===== config.mk =====
export PLATFORM = sky130hd
export DESIGN_NAME = sha_round_sequencer
export DESIGN_NICKNAME = d
export VERILOG_FILES = /design/src/rtl/sha_round_sequencer.sv
export SDC_FILE = /design/constraint.sdc
export NUM_CORES = 1
export LEC_CHECK = 0
export BUFFER_PORTS_ARGS = -buffer_cell sky130_fd_sc_hd__buf_4
export CORE_MARGIN = 4
export CORE_UTILIZATION = 27
export DETAILED_ROUTE_END_ITERATION = 16
export HOLD_SLACK_MARGIN = 0.15
export PLACE_DENSITY = 0.48
export SETUP_SLACK_MARGIN = 0.4
export SKIP_CTS_REPAIR_TIMING = 1
export SKIP_LAST_GASP = 1
export SLEW_MARGIN = 15
export SYNTH_ARGS = -nofsm -noshare
export SYNTH_HDL_FRONTEND = slang
export SYNTH_SLANG_ARGS = --single-unit

===== constraint.sdc =====
create_clock -name clk -period 5.6 [get_ports clk]
set_input_delay 0.28 -clock clk [delete_from_list [all_inputs] [get_ports clk]]
set_output_delay 0.28 -clock clk [all_outputs]
set_load 0.03 [all_outputs]

===== src/rtl/sha_round_sequencer.sv =====
// Round/constant sequencer for an attached SHA-256 compression unit.
// Drives round index and K[t] for NUM_PASSES back-to-back 65-cycle passes per start.
module sha_round_sequencer #(
  parameter int NUM_PASSES = 2
) (
  input  logic        clk,
  input  logic        reset_n,
  input  logic        start,
  input  logic        abort,
  output logic [5:0]  round,
  output logic [31:0] Kt,
  output logic        pass,
  output logic        busy,
  output logic        hash_valid,
  output logic        last
);

  typedef enum logic [1:0] {
    IDLE  = 2'd0,
    RUN   = 2'd1,
    FINAL = 2'd2
  } state_t;

  localparam logic LAST_PASS = 1'(NUM_PASSES - 1);

  // FIPS 180-4 SHA-256 round constants, K[0] first
  localparam logic [0:63][31:0] K_ROM = {
    32'h428a2f98, 32'h71374491, 32'hb5c0fbcf, 32'he9b5dba5,
    32'h3956c25b, 32'h59f111f1, 32'h923f82a4, 32'hab1c5ed5,
    32'hd807aa98, 32'h12835b01, 32'h243185be, 32'h550c7dc3,
    32'h72be5d74, 32'h80deb1fe, 32'h9bdc06a7, 32'hc19bf174,
    32'he49b69c1, 32'hefbe4786, 32'h0fc19dc6, 32'h240ca1cc,
    32'h2de92c6f, 32'h4a7484aa, 32'h5cb0a9dc, 32'h76f988da,
    32'h983e5152, 32'ha831c66d, 32'hb00327c8, 32'hbf597fc7,
    32'hc6e00bf3, 32'hd5a79147, 32'h06ca6351, 32'h14292967,
    32'h27b70a85, 32'h2e1b2138, 32'h4d2c6dfc, 32'h53380d13,
    32'h650a7354, 32'h766a0abb, 32'h81c2c92e, 32'h92722c85,
    32'ha2bfe8a1, 32'ha81a664b, 32'hc24b8b70, 32'hc76c51a3,
    32'hd192e819, 32'hd6990624, 32'hf40e3585, 32'h106aa070,
    32'h19a4c116, 32'h1e376c08, 32'h2748774c, 32'h34b0bcb5,
    32'h391c0cb3, 32'h4ed8aa4a, 32'h5b9cca4f, 32'h682e6ff3,
    32'h748f82ee, 32'h78a5636f, 32'h84c87814, 32'h8cc70208,
    32'h90befffa, 32'ha4506ceb, 32'hbef9a3f7, 32'hc67178f2
  };

  state_t      r_state, w_state_next;
  logic [5:0]  r_round, w_round_next;
  logic [31:0] r_kt, w_kt_next;
  logic        r_pass, w_pass_next;
  logic        r_busy, w_busy_next;
  logic        r_hash_valid, w_hash_valid_next;
  logic        r_last, w_last_next;
  logic [31:0] w_k_rd;

  // Constant looked up with the current round lands in Kt one edge later
  assign w_k_rd = K_ROM[r_round];

  always_ff @(posedge clk or negedge reset_n) begin
    if (!reset_n) begin
      r_state      <= IDLE;
      r_round      <= 6'd0;
      r_kt         <= 32'h0;
      r_pass       <= 1'b0;
      r_busy       <= 1'b0;
      r_hash_valid <= 1'b0;
      r_last       <= 1'b0;
    end else begin
      r_state      <= w_state_next;
      r_round      <= w_round_next;
      r_kt         <= w_kt_next;
      r_pass       <= w_pass_next;
      r_busy       <= w_busy_next;
      r_hash_valid <= w_hash_valid_next;
      r_last       <= w_last_next;
    end
  end

  // Defaults are the IDLE output values; abort and end-of-sequence fall through to them
  always_comb begin
    w_state_next      = IDLE;
    w_round_next      = 6'd0;
    w_kt_next         = 32'h0;
    w_pass_next       = 1'b0;
    w_busy_next       = 1'b0;
    w_hash_valid_next = 1'b0;
    w_last_next       = 1'b0;
    case (r_state)
      IDLE: begin
        if (start && !abort) begin
          w_state_next = RUN;
          w_busy_next  = 1'b1;
        end
      end
      RUN: begin
        if (!abort) begin
          w_busy_next = 1'b1;
          w_pass_next = r_pass;
          w_kt_next   = w_k_rd;
          if (r_round == 6'd63) begin
            w_state_next      = FINAL;
            w_round_next      = 6'd63;
            w_hash_valid_next = 1'b1;
            w_last_next       = (r_pass == LAST_PASS);
          end else begin
            w_state_next = RUN;
            w_round_next = r_round + 6'd1;
          end
        end
      end
      FINAL: begin
        if (!abort && (r_pass != LAST_PASS)) begin
          w_state_next = RUN;
          w_busy_next  = 1'b1;
          w_pass_next  = r_pass + 1'b1;
        end
      end
      default: begin
        w_state_next = IDLE;
      end
    endcase
  end

  assign round      = r_round;
  assign Kt         = r_kt;
  assign pass       = r_pass;
  assign busy       = r_busy;
  assign hash_valid = r_hash_valid;
  assign last       = r_last;

endmodule

# Word level (Yosys, flattened, before mapping)

Memories as Yosys holds them, arrays and structs flattened.
Index checks and enable logic that the tools add are counted.

Latch bits: 0
Logic and storage cells: 46
Bits in writable memories: 0
Input bits: 4
Memories: 1
Flip-flop bits (word level): 44
Output and inout port bits: 42
ROM bits: 2048

Multipliers: 0
Reduce and logical (&&, ||, !) cells: 4
$add $sub $neg: 2
Div/mod/pow operators: 0
Equality and inequality tests: 4
Shift operators: 0
Mux-type cells: 25
Order comparisons: 1
Bitwise operators: 2

Memories:

| memory          | depth | width | rd ports | clocked after memory_dff | wr ports | line | text |
|---|---|---|---|---|---|---|---|
| (no name shown) | 64    | 32    | 1        | 0                        | 0        | 56   | `assign w_k_rd = K_ROM[r_round];` |

Operator list:

| cell                  | number |
|---|---|
| $mux W32              | 4 |
| $mux W6               | 3 |
| $mux W1               | 13 |
| $ge A7 B7 Y1 const B  | 1 |
| $not A6 Y7            | 1 |
| $add A6 B1 Y6 const B | 1 |
| $eq A6 B6 Y1 const B  | 1 |
| $pmux W2 S3           | 1 |
| $mux W2               | 2 |
| $pmux W1 S3           | 1 |
| $eq A2 B1 Y1 const B  | 1 |
| $eq A2 B2 Y1 const B  | 1 |
| $logic_and A1 B1 Y1   | 2 |
| $logic_not A2 Y1      | 1 |
| $ne A2 B2 Y1 const B  | 1 |
| $pmux W1 S2           | 1 |
| $add A1 B1 Y1 const B | 1 |
| $logic_not A1 Y1      | 1 |
| $not A1 Y1            | 1 |

# Logic depth before layout (Yosys ltp)

Gate-level depths: netlist (run 1).

Word-level depth: 6
Mapped depth: 11
Gate-level depth less buffers: 7

# Worst setup path before layout (run 1)

No wires, ideal clock.

Kind: register to register
Start: register r_round[1] (netlist: round[1])
End: register r_kt[1] (netlist: Kt[1])
Path slack: 2.950 ns
Data required time: 5.463 ns
Arrival time: 2.513 ns
Buffers on the path: 4
Stages on the path, launching flop included: 12
Path through: dfrtp_1 buf_2 buf_2 inv_1 ha_1 buf_4 buf_2 nor2b_1 o311ai_0 o311ai_1 nand2_1 a21oi_1

Word-level cells in the longest chain between the ends: 6

RTL lines:

| item                                        | line | text |
|---|---|---|
| from (decl)                                 | 47   | `logic [5:0] r_round, w_round_next;` |
| from (signal assigned)                      | 69   | `r_round <= w_round_next;` |
| $not A6 Y7 (implied by the code)            | 56   |  |
| $mem_v2 Z64 W32                             | -    |  |
| $mux W32 (implied by the code) (2 in a row) | 56   |  |
| $mux W32                                    | 95   | `if (!abort) begin` |
| $mux W32                                    | 87   | `case (r_state)` |
| named net w_kt_next[1]                      | 48   | `logic [31:0] r_kt, w_kt_next;` |
| to (signal assigned)                        | 70   | `r_kt <= w_kt_next;` |
| to (decl)                                   | 48   |  |

The timed path passes the listed nets, and every way through them passes these cells. The select of a mux whose other input is x is not followed.
A chain may end at the register's enable or synchronous reset.

# Worst setup path after layout (run 1)

Start: register r_round[0] (netlist: round[0])
End: register r_kt[10] (netlist: Kt[10])

The elaborated chain is that of the path after synthesis.

==> results.tsv, run 1 <==
stage	metric	value	unit
global_route	grt_usage	21.4	%
timing	tightest_slew	966	ps
setup_path	critPathMaxFanout	26	
timing	period_share	56.2	%
synth	seq_area_frac_synth	24.2	%
synth	yosysTopAreaCell	dfrtp_1	
placed_design	numPortBuffers	45	
die	io_pins	46	
drt	wirelength	20.1	mm
drt	postRouteAntennaNets	0	
clock_tree	cts_buffer_depth	2	
setup_path	slowest_stage	ha_1	
clock_tree	clk_pin_slew	70	ps
synth	synth_compound_area_share	32.5	%
synth	synth-simple-area-share	24.0	%
finish	nNetsFinal	622	
setup_path	max_stage_delay	880	ps
drt	first_pass_iters	7	
placed_design	gp_congestion	1.02	
synth	synth_adder_area_share	6.19	%
global_route	gr-usage-met2	32.8	%
setup_path	cp_common_cell	nand3_1	
drt	drcViolationCount	0	
clock_tree	cts_sinks	43	
drt	wl_per_cell	24.7	microns
synth	netlist_top_cells_area	dfrtp_1 24%, a21oi_1 6.3%, ha_1 6.2%	
timing	finalMaxSlewViolations	0	
power	peakVddDrop	0.0000881	V
finish	syn_to_final_growth	12.0	%
global_route	grt_max_degree	103	
placed_design	dp_cells	804	
synth	ys_types	71	
synth	synth_edf_count	0	
finish	instances_no_fill	813	
die	die_x	136	microns
global_route	grt_pass1_vias	4633	
placed_design	dp_hpwl	13.7	mm
drt	vias	5006	
timing	finalCriticalPeriod	3150	ps
synth	syn_area_per_cell	7.47	sq um
drt	avgViaCountPerCell	6.16	
synth	ys_warn_count	0	
finish	drive_gt1_share	14.2	%
die	die_h	136	microns
global_route	grt_pass1_wl	30.0	mm
synth	async_reset_ff_share	100	%
placed_design	dp_slack	2580	ps
global_route	grt_overflow	0	
clock_tree	tritoncts	done	
setup_path	path_cells	buf_4, inv_1, ha_1, or2_0, nand3_1, a31oi_1, o311ai_0, nand3_1	
run	cap_viol_max_count	0	
synth	syn_inst	596	
setup_path	path_buf_inv	2	
clock_tree	cts-buffers-inserted	5	
timing	max_slew_margin	35.6	%
outcome	outcome	finished, final reports clean	
synth	netlist.area_leader.share	24.2	%
setup_path	critPathKind	flip-flop to flip-flop	
clock_tree	cts-htree-levels	2	
timing	finalSetupViolations	0	
synth	ys_ff_latch	43	
synth	synth-main-ff-cell	dfrtp_1	
global_route	antenna_found_initial	0	
timing	worst_slack	2450	ps
min_path	hp-class	primary input to flip-flop	
timing	fmaxAchievable	0.318	GHz
synth	synth_top_family_by_area	compound AO/OA/AOI/OAI gates	
power	cellPowerDensity	170	nW/um^2
synth	synth_area	4450	sq um
synth	muxShareOfSynthArea	3.43	%
finish	utilization	31.1	%
power	p_leak	0.00201	uW
timing	fin_tns_setup	0	ps
die	start_util	27.8	%
finish	nFillCells	1753	
clock_tree	clkLatencyLatePin	290	ps
timing	hold_viol	0	
synth	synth_xor_xnor_area_share	0.591	%
clock_tree	clock-root-buffer	clkbuf_16	
timing	rsz0062_at_grt	false	
setup_path	cpLargestDelayFamily	adder cells	
global_route	met1_usage	29.3	%
timing	holdWs	166	ps
finish	num_antenna_cells	0	
die	fp.coreArea	16000	sq um
setup_path	critPathArrivalTime	3370	ps
die	rows	46	
synth	syn-num-nets	622	
setup_path	worst_ep_required_time	5820	ps
global_route	use_met3	3.59	%
global_route	busiest_layer	met2	
die	dieArea	18600	sq um
timing	skew	4.94	ps
setup_path	endpoint_kind	flip-flop	
drt	drt-initial-drc-count	947	
setup_path	cp-start-kind	flip-flop	
[through the flow]
stage / power (uW) / instance area [sq um]
detailed placement: 466 / 4780
global route: 877 / 4980
global placement: 467 / 4780
finish: 849 / 4980
CTS: 854 / 4970
floorplan: 412 / 4450
[logic make-up after synthesis]
logic type | count (synthesis)
and+or+nand+nor | 222
adders and majority gates | 22
AOI/OAI and AO/OA | 221
buffers and inverters | 75
DFF | 43
xor gates and xnor gates | 3
muxes | 10
[cells in the final DEF, fill, tap and decap left out, types with 3 or more instances in the layout]
cell type,n
o31ai_1,5
o22ai_1,4
nand3_1,25
mux4_2,4
o21a_1,4
a211o_1,3
a21o_1,6
a221oi_1,4
o211ai_1,10
o2111ai_1,3
dfrtp_1,40
a31oi_1,16
clkbuf_16,5
buf_4,54
nand2b_1,15
nand2_1,56
a21oi_1,56
nor3_1,27
o21ai_0,49
ha_1,22
a311oi_1,11
a211oi_1,21
mux2i_1,4
or3_1,5
inv_1,9
and2_1,3
nor2_1,59
nor2b_1,7
o211a_1,3
o311ai_0,8
a2111oi_0,3
and3_1,5
[state kept, by name, summed over array words and instances, names as in the netlist]
register,flops
pass,1
Kt,32
busy,1
round,6
hash_valid,1
last,1
r_state,1
[power breakdown]
group / internal (uW) / leakage (uW) / switching [uW]
clock network: 256 / 0.0000900 / 129
logic: 44.6 / 0.00134 / 98.4
registers: 318 / 0.000582 / 2.80
[path summary, 6_finish.rpt]
| kind | from | end | slack (ps) | depth (start not counted) |
|---|---|---|---|---|
| worst max-delay path | round[0]$_DFF_PN0_ | Kt[10]$_DFF_PN0_ | 2450 | 8 |
| worst min-delay path | abort | r_state[0]$_DFF_PN0_ | 170 | 2 |
| worst max register to register | round[0]$_DFF_PN0_ | Kt[10]$_DFF_PN0_ | 2450 | 8 |
| worst min register to register | pass$_DFFE_PN0N_ | last$_DFF_PN0_ | 580 | 1 |
| max in group asynchronous | reset_n | round[3]$_DFF_PN0_ | 4650 | 2 |
| min in group asynchronous | reset_n | r_state[0]$_DFF_PN0_ | 520 | 2 |
[metal layers]
metal  part of all wire [%]  up-vias
li1                       -     2198
met1                     43     2434
met2                     44      310
met3                    8.6       64
met4                    5.1        0
met5                      0        -
[layout make-up]
type | instances | area, sq um | area share (%)
multi-input cells | 478 | 2970 | 59.6
flip-flops and latches | 43 | 1080 | 21.7
repair buffers | 55 | 415 | 8.34
well taps | 216 | 270 | 5.42
clock buffers | 5 | 125 | 2.51
clock inverters | 3 | 67.6 | 1.36
inverters | 13 | 51.3 | 1.03
[cell usage after synthesis (7+ instances only)]
cell / number
nor3_1: 27
nand2_1: 56
o311ai_0: 8
nor2b_1: 7
buf_2: 34
nand2b_1: 15
a31oi_1: 16
a211oi_1: 21
nand3_1: 25
o21ai_0: 49
ha_1: 22
a311oi_1: 11
nor2_1: 59
dfrtp_1: 43
inv_1: 9
o211ai_1: 10
a21oi_1: 56
clkbuf_1: 15
Power figures use the tool's default switching activity.
==> run 2, diff against run 1 <==
- PLACE_DENSITY: 0.48 -> 0.49
- clock period: 5.6 -> 2.8 ns (I/O delays scaled with it)
==> run 2 against run 1 <==
Effect of this change:
- global-route usage rose by 2.3 points
- die area did not move
- clock-buffer cell count did not move
- total power rose by 110%
- utilization rose by 1.9 points
- sequential power rose by 100%
- register-to-register slack got worse by 2000 ps
- worst hold slack got worse by 0.60 ps
- clock skew fell by 0.60 ps
- first-iteration DRC count rose by 4.6%
- critical path depth fell by 1
- critical path type unchanged
- largest cell class unchanged
- highest routed layer unchanged
==> results.tsv, run 2 (synthesis results as in run 1) <==
stage	metric	value	unit	change
clock_tree	cts-htree-levels	2		unchanged
run	cap_viol_max_count	0		unchanged
setup_path	cp-start-kind	flip-flop		
finish	final_cell_mix	83 x buf_4, 59 x nor2_1, 56 x a21oi_1, 56 x nand2_1, 48 x o21ai_0		
setup_path	worst_ep_required_time	3040	ps	-2780 ps
power	p_leak	0.00218	uW	+8.4%
die	start_util	27.8	%	unchanged
die	rows	46		unchanged
setup_path	critPathArrivalTime	2580	ps	-790 ps
setup_path	endpoint_kind	flip-flop		
finish	largest_reg_flops	32		unchanged
finish	num_antenna_cells	0		unchanged
placed_design	gp_congestion	1.08		+5.5%
drt	first_pass_iters	6		-1
global_route	antenna_found_initial	0		unchanged
timing	skew	4.34	ps	-0.597 ps
die	dieArea	18600	sq um	unchanged
timing	finalSetupViolations	0		unchanged
clock_tree	tritoncts	done		
die	die_x	136	microns	unchanged
global_route	grt_pass1_vias	5048		+9.0%
drt	drt-initial-drc-count	991		+4.6%
finish	syn_to_final_growth	18.7	%	
clock_tree	clkLatencyLatePin	310	ps	+20 ps
setup_path	critPathKind	flip-flop to flip-flop		
timing	finalMaxSlewViolations	0		unchanged
global_route	grt_max_degree	67		-35%
placed_design	numPortBuffers	45		unchanged
min_path	hp-class	primary input to flip-flop		
placed_design	dp_hpwl	15.9	mm	+16%
timing	holdWs	166	ps	-0.596 ps
timing	rsz0062_at_grt	true		
clock_tree	cts_buffer_depth	2		unchanged
clock_tree	cts-buffers-inserted	5		unchanged
finish	layout_commonest_cell	buf_4		
die	io_pins	46		unchanged
setup_path	reg2reg_from	round[2]$_DFF_PN0_		
die	die_h	136	microns	unchanged
outcome	outcome	finished, final reports clean		
setup_path	critPathMaxFanout	24		-7.7%
timing	tightest_slew	791	ps	-176 ps
clock_tree	clock-root-buffer	clkbuf_16		
drt	postRouteAntennaNets	0		unchanged
power	peakVddDrop	0.000207	V	+140%
clock_tree	cts_sinks	43		unchanged
global_route	grt_pass1_wl	32.9	mm	+9.6%
timing	fin_tns_setup	0	ps	unchanged
finish	drive_gt1_share	19.5	%	+5.3 points
global_route	grt_overflow	0		unchanged
timing	hold_viol	0		unchanged
timing	fmaxAchievable	0.426	GHz	+34%
drt	wirelength	22.0	mm	+9.3%
drt	vias	5317		+6.2%
finish	utilization	33.0	%	+1.9 points
power	cellPowerDensity	331	nW/um^2	+94%
global_route	grt_usage	23.7	%	+2.3 points
finish	nNetsFinal	655		+5.3%
timing	period_share	83.7	%	+28 points
clock_tree	clk_pin_slew	70	ps	about the same
timing	max_slew_margin	46.9	%	+11 points
drt	drcViolationCount	0		unchanged
die	fp.coreArea	16000	sq um	unchanged
drt	wl_per_cell	26.0	microns	+5.1%
setup_path	critical_path.startpoint	round[2]$_DFF_PN0_		
timing	finalCriticalPeriod	2340	ps	-802 ps
drt	avgViaCountPerCell	6.28		+2.1%
min_path	hp-start	start		
## run 2: layout make-up
cell class | count | area (sq um)
Clock inverter | 3 | 67.6
Timing Repair Buffer | 88 | 703
Clock buffer | 5 | 125
Tap cell | 216 | 270
Inverter | 13 | 51.3
Multi-Input combinational cell | 478 | 2980
Sequential cell | 43 | 1080
Fill cell | 1746 | 10700
## run 2: stage by stage
stage	power, uW	worst slack (ps)	std cells	area, sq um
final	1750	455	846	5280
after global routing	1800	396	846	5280
after CTS	1750	312	844	5250
after detailed placement	952	333	836	5060
after global placement	959	251	836	5060
after floorplan	824	443	596	4460
## run 2: path summary, 6_finish.rpt
path	to	slack (ps)	cells after the start
worst max-delay path	Kt[29]$_DFF_PN0_	460	7
worst min-delay path	busy$_DFF_PN0_	170	3
worst max register to register	Kt[29]$_DFF_PN0_	460	7
worst min register to register	last$_DFF_PN0_	620	1
max in group asynchronous	round[3]$_DFF_PN0_	1980	2
min in group asynchronous	busy$_DFF_PN0_	380	2
## run 2: metal layers
layer / global-route usage (%) / vias to the layer above / share of wire [%]
li1: - / 2265 / -
met1: 31.1 / 2515 / 39
met2: 36.2 / 430 / 43
met3: 5.29 / 107 / 11
met4: 12.7 / 0 / 7.0
met5: 0 / - / 0
## run 2: power by group
part | total (uW) | internal, uW | switching [uW]
combinational | 309 | 102 | 207
clock | 794 | 512 | 282
sequential | 644 | 637 | 6.81
total | 1750 | 1250 | 496
## run 2: critical path: stages, from the launching register on
cell and delay, ps:
dfrtp_2 660, buf_12 250, buf_4 190, and2b_1 310
o21ai_0 180, a31oi_1 430, a32oi_1 140, nor2_1 100
